--- src/rtl/store_narrow_buffer.sv ---
// -----------------------------------------------------------------------------
// store_narrow_buffer
//
// Formats narrow (byte / half / word) stores from the MEM stage into
// word-aligned, lane-replicated memory writes with byte enables, and queues
// them in a small FIFO ahead of data memory.
//
// Ports
//   clk        : clock, all state updates on the rising edge
//   rst_n      : asynchronous active-low reset
//   in_valid   : store request present
//   in_ready   : buffer can accept a request (occupancy < DEPTH)
//   in_addr    : store byte address
//   in_data    : register value to store (low bits used for byte/half)
//   in_size    : 00 byte, 01 half, 10 word, 11 illegal
//   mem_valid  : head entry presented to memory (== !empty)
//   mem_ready  : memory accepts the head entry this cycle
//   mem_addr   : word address of head entry (bits [1:0] are 00)
//   mem_wdata  : lane-replicated write data of head entry
//   mem_be     : byte enables of head entry, bit i = byte lane i
//   align_err  : one-cycle pulse after a rejected (misaligned/illegal) request
//   empty      : buffer holds no entries
//
// DEPTH must be 2, 4 or 8 (power of two so the pointers wrap naturally).
// -----------------------------------------------------------------------------
module store_narrow_buffer #(
    parameter int DEPTH = 4
) (
    input  logic        clk,
    input  logic        rst_n,
    input  logic        in_valid,
    output logic        in_ready,
    input  logic [31:0] in_addr,
    input  logic [31:0] in_data,
    input  logic [1:0]  in_size,
    output logic        mem_valid,
    input  logic        mem_ready,
    output logic [31:0] mem_addr,
    output logic [31:0] mem_wdata,
    output logic [3:0]  mem_be,
    output logic        align_err,
    output logic        empty
);

    localparam int PW = $clog2(DEPTH);
    localparam int CW = PW + 1;

    logic [PW-1:0] wr_ptr_reg;
    logic [PW-1:0] rd_ptr_reg;
    logic [CW-1:0] count_reg;
    logic          align_err_reg;

    logic [31:0]   addr_mem  [DEPTH];
    logic [31:0]   wdata_mem [DEPTH];
    logic [3:0]    be_mem    [DEPTH];

    logic [31:0]   fmt_wdata;
    logic [3:0]    fmt_be;
    logic          fmt_bad;
    logic          accept;
    logic          enq;
    logic          deq;

    // Request formatting: replicate the narrow value into every lane so the
    // byte enables alone select where it lands in the word.
    always_comb begin
        fmt_wdata = in_data;
        fmt_be    = 4'b0000;
        fmt_bad   = 1'b0;
        case (in_size)
            2'b00: begin
                fmt_wdata = {4{in_data[7:0]}};
                fmt_be    = 4'b0001 << in_addr[1:0];
            end
            2'b01: begin
                fmt_wdata = {2{in_data[15:0]}};
                fmt_be    = in_addr[1] ? 4'b1100 : 4'b0011;
                fmt_bad   = in_addr[0];
            end
            2'b10: begin
                fmt_wdata = in_data;
                fmt_be    = 4'b1111;
                fmt_bad   = |in_addr[1:0];
            end
            default: begin
                fmt_bad   = 1'b1;
            end
        endcase
    end

    // No bypass when full: a dequeue in the same cycle does not open a slot
    // for the incoming request until the following cycle.
    assign in_ready = (count_reg < CW'(DEPTH));
    assign accept   = in_valid && in_ready;
    // Rejected requests are consumed (handshake completes) but never stored.
    assign enq      = accept && !fmt_bad;
    assign deq      = (count_reg != '0) && mem_ready;

    // Storage: one register set per entry, written only when the write
    // pointer selects it. Cleared on reset so mem_* read back as zero.
    generate
        for (genvar gi = 0; gi < DEPTH; gi++) begin : g_entry
            always_ff @(posedge clk or negedge rst_n) begin
                if (!rst_n) begin
                    addr_mem[gi]  <= '0;
                    wdata_mem[gi] <= '0;
                    be_mem[gi]    <= '0;
                end else if (enq && (wr_ptr_reg == PW'(gi))) begin
                    addr_mem[gi]  <= {in_addr[31:2], 2'b00};
                    wdata_mem[gi] <= fmt_wdata;
                    be_mem[gi]    <= fmt_be;
                end
            end
        end
    endgenerate

    always_ff @(posedge clk or negedge rst_n) begin
        if (!rst_n) begin
            wr_ptr_reg    <= '0;
            rd_ptr_reg    <= '0;
            count_reg     <= '0;
            align_err_reg <= 1'b0;
        end else begin
            if (enq) begin
                wr_ptr_reg <= wr_ptr_reg + 1'b1;
            end
            if (deq) begin
                rd_ptr_reg <= rd_ptr_reg + 1'b1;
            end
            case ({enq, deq})
                2'b10:   count_reg <= count_reg + 1'b1;
                2'b01:   count_reg <= count_reg - 1'b1;
                default: count_reg <= count_reg;
            endcase
            align_err_reg <= accept && fmt_bad;
        end
    end

    // Head entry outputs come straight from stored state; nothing from in_*
    // reaches mem_* without passing through a register.
    assign mem_addr  = addr_mem[rd_ptr_reg];
    assign mem_wdata = wdata_mem[rd_ptr_reg];
    assign mem_be    = be_mem[rd_ptr_reg];
    assign mem_valid = (count_reg != '0);
    assign empty     = (count_reg == '0);
    assign align_err = align_err_reg;

endmodule

--- config.mk ---
export PLATFORM = sky130hd
export DESIGN_NAME = store_narrow_buffer
export DESIGN_NICKNAME = d
export VERILOG_FILES = /design/src/rtl/store_narrow_buffer.sv
export SDC_FILE = /design/constraint.sdc
export NUM_CORES = 1
export LEC_CHECK = 0
export CORE_MARGIN = 2
export CORE_UTILIZATION = 36
export CTS_CLUSTER_SIZE = 28
export DETAILED_ROUTE_END_ITERATION = 12
export SYNTH_ARGS = -nofsm -noshare
export SYNTH_HDL_FRONTEND = slang
export SYNTH_SLANG_ARGS = --single-unit
--- constraint.sdc ---
create_clock -name clk -period 2.15 [get_ports clk]
set_clock_uncertainty 0.15 [all_clocks]
set_input_delay 0.645 -clock clk [delete_from_list [all_inputs] [get_ports clk]]
set_output_delay 0.645 -clock clk [all_outputs]
set_load 0.05 [all_outputs]
==> flow_summary.toml <==
[outcome]
status = "finished, violations left"
violations = "setup timing"

[power_and_ir_drop]
powerDensity_mw_per_mm2 = 1770
leakagePower_nw = 7.41
peakVddDrop_v = 0.000871
fin_total_pwr_mw = 28.5

[critical_path]
timing.critical_path.from = "rd_ptr_reg[0]$_DFFE_PN0P_"
slowest_delay_ns = 0.55
worstPathArrival_ns = 2.03
crit_path_cell_trace = "buf_8, buf_12, mux4_2, buf_6"
slowest_stage = "mux4_2"
r2r_slack_ns = 0.12
startpoint_type = "flop"
r2r_end = "count_reg[2]$_DFFE_PN0P_"
cp_top_family = "multiplexers"
end_kind = "output port"
crit_buf_inv = 3
reg2reg_from = "count_reg[0]$_DFFE_PN0P_"
path_class = "flop to output port"
path_depth = 4
worstPathRequired_ns = 1.35
crit_fanout = 7
ff2ff_path_depth = 8
critPathCapture = "mem_wdata[31]"

[clock_network]
clock_sinks = 272
insertion_delay_ns = 0.55
cts_made_buffers = 30
clkSlewWorstSetupHoldPaths_ns = 0.06
htree_levels = 1
cts_tree = "built"
clk_path_buf_depth = 3
clock-root-buffer = "clkbuf_16"

[yosys]
avgSynthCellArea_um2 = 14.1
synth_cells = 863
synth_seq_area_share_pct = 56.0
synth.top_cell.area_share_pct = 56.0
ys_types = 30
synth_seq_cells = 272
yosysTopAreaCell = "dfrtp_1"
yosysWarnings = 0
syn_area_mm2 = 0.0122
synth_area_leaders = "dfrtp_1 56%, mux4_2 12%, mux2_2 10%, mux2_4 5.2%, o21ai_0 4.8%"

[cells_and_area]
nNetsFinal = 1147
fin_area_mm2 = 0.0161
finalNonFillerCells = 1543
area_delta_synth_final_pct = 32.8
drive_above_1_share_pct = 41.2
fillers = 2973
postLayoutCoreUtil_pct = 48.4
antenna_cells = 0
largestRegisters = "wdata_mem (128), addr_mem (120), be_mem (16)"
top_register = "wdata_mem"
largest_reg_flops = 128

[sta]
final_hold_viol_count = 0
fmax_ghz = 0.354
tightest_slew_ns = 0.558
fin_setup_tns_ns = -41.99
finalSetupViolations = 68
period_needed_ns = 2.82
rsz0062_at_grt = "true"
whs_ns = 0.327
setup_ws_ns = -0.673
slew_viol_final = 0
slew_headroom_pct = 62.8
fin_crit_sh_pct = 131

[global_routing]
first_global_vias = 8183
antenna_found_initial = 0
grt.total_usage_pct = 16.6
grt_pass1_wl_mm = 46.5
grt_max_degree = 54
overflow = 0

[die]
die_height_um = 188
core_area_mm2 = 0.0334
start_util_pct = 36.4
dieArea_mm2 = 0.0353
rows = 67
dieWidth_um = 188
ios = 142

[routing]
topRoutingLayerUsed = "met4"
ant_nets = 0
drt_iter0_drc = 283
dr_wl_met3_um = 941
route.detailed.drc = 0
wl_met1_mm = 12.9
num_vias = 7566
via_per_inst = 4.90
drt_first_pass_iters = 4
met2_wirelength_mm = 14.5
drt-wirelength-per-cell_um = 18.7
wirelength_mm = 28.9

[placement]
dpl_worst_slack_ns = -0.619
port_buffers = 139
gp_congestion = 0.767
place_area_mm2 = 0.0146
dp.final_hpwl_mm = 19.1
placed_cells = 1475

[hold_path]
min_path_type = "flop to flop"

[run]
maxCapViolCount = 0
==> worst min-delay path: stages, from the launching register on <==
cell	delay, ns
dfrtp_1	0.34
nand2_1	0.04
o21ai_0	0.06
==> kinds of logic (layout without fill, tap and decap cells) <==
group,after synthesis,count (layout),synth area share [%]
xor gates and xnor gates,6,6,0.432
other,1,2,0.0308
muxes,244,244,29.8
and+or+nand+nor,132,132,4.31
AOI/OAI and AO/OA,132,132,5.73
buffers and inverters,70,301,3.08
adders and majority gates,6,6,0.679
DFF,272,272,56.0
==> cells in the final DEF (no fill, tap or decap), types with 2 or more instances in the layout <==
master | synthesis | layout
clkbuf_1 | 21 | 7
a21oi_1 | 9 | 9
dfrtp_4 | 0 | 2
clkbuf_16 | 0 | 32
mux2i_1 | 25 | 25
mux2_4 | 42 | 42
ha_1 | 5 | 4
dfrtp_1 | 272 | 270
buf_8 | 0 | 10
clkdlybuf4s50_1 | 0 | 64
buf_4 | 4 | 67
buf_16 | 0 | 2
mux4_2 | 66 | 66
clkinv_2 | 0 | 6
conb_1 | 1 | 2
nor2_1 | 11 | 11
o21ai_0 | 117 | 116
buf_6 | 9 | 62
mux2_2 | 110 | 110
bufinv_16 | 0 | 4
inv_1 | 8 | 7
clkbuf_8 | 0 | 6
buf_12 | 0 | 26
o211ai_4 | 0 | 4
xnor2_1 | 4 | 4
dlymetal6s2s_1 | 0 | 2
nand2_1 | 114 | 114
dlygate4sd2_1 | 0 | 2
xor2_1 | 2 | 2
==> worst min path at each step <==
| stage | start | endpoint | slack (ns) | cells past startpoint |
|---|---|---|---|---|
| 2_1_floorplan | rst_n | addr_mem[100]$_DFFE_PN0P_ | 0.20 | 0 |
| 3_3_place_gp | wdata_mem[80]$_DFFE_PN0P_ | wdata_mem[80]$_DFFE_PN0P_ | 0.31 | 2 |
| 3_5_place_dp | wdata_mem[18]$_DFFE_PN0P_ | wdata_mem[18]$_DFFE_PN0P_ | 0.32 | 2 |
| 4_1_cts | wdata_mem[18]$_DFFE_PN0P_ | wdata_mem[18]$_DFFE_PN0P_ | 0.33 | 2 |
| 5_1_grt | wdata_mem[18]$_DFFE_PN0P_ | wdata_mem[18]$_DFFE_PN0P_ | 0.34 | 2 |
| 6_report | be_mem[2]$_DFFE_PN0P_ | be_mem[2]$_DFFE_PN0P_ | 0.33 | 2 |
==> Yosys cell counts <==
cell type and instances:
mux2_4 42, xor2_1 2, buf_1 5, xnor2_1 4, and2_1 1, clkbuf_1 21, nor2_1 11, buf_2 23
mux2i_1 25, mux2_1 1, or3_1 1, nor3_4 1, mux2_2 110, fa_1 1, nor2_2 1, buf_4 4
a21boi_0 1, a21oi_1 9, nor3b_1 1, ha_1 5, nor2b_1 2, o21ai_0 117, a21oi_2 1, inv_1 8
nand2_1 114, buf_6 9, conb_1 1, mux4_2 66, o211ai_2 4, dfrtp_1 272
==> what timing repair did <==
action	4_1_cts	5_1_grt
hold buffers	1	0
resized for setup	77	19
gates cloned	3	1
endpoints found under the hold margin	42	0
endpoints found under the setup margin	114	144
buffers inserted	4	4
pin swaps	1	1
==> metal layers <==
| metal | global-route usage (%) | vias up |
|---|---|---|
| met3 | 2.17 | 37 |
| met4 | 3.45 | 0 |
| li1 | - | 3519 |
| met1 | 22.6 | 3890 |
| met2 | 28.5 | 120 |
| met5 | 0 | - |
==> cell type report <==
class | instances | area [µm²] | share of cell area [%]
Sequential cell | 272 | 6810 | 42.2
Multi-Input combinational cell | 522 | 5040 | 31.2
Timing Repair Buffer | 237 | 2650 | 16.4
Clock buffer | 44 | 885 | 5.48
Tap cell | 448 | 561 | 3.47
Clock inverter | 12 | 166 | 1.03
Inverter | 8 | 30.0 | 0.186
==> power breakdown <==
part	internal (mW)	leakage [nW]	switching [mW]
clock network	3.32	0.518	2.07
registers	7.49	3.41	1.19
logic	6.72	3.49	7.74
Power figures use the tool's default switching activity.
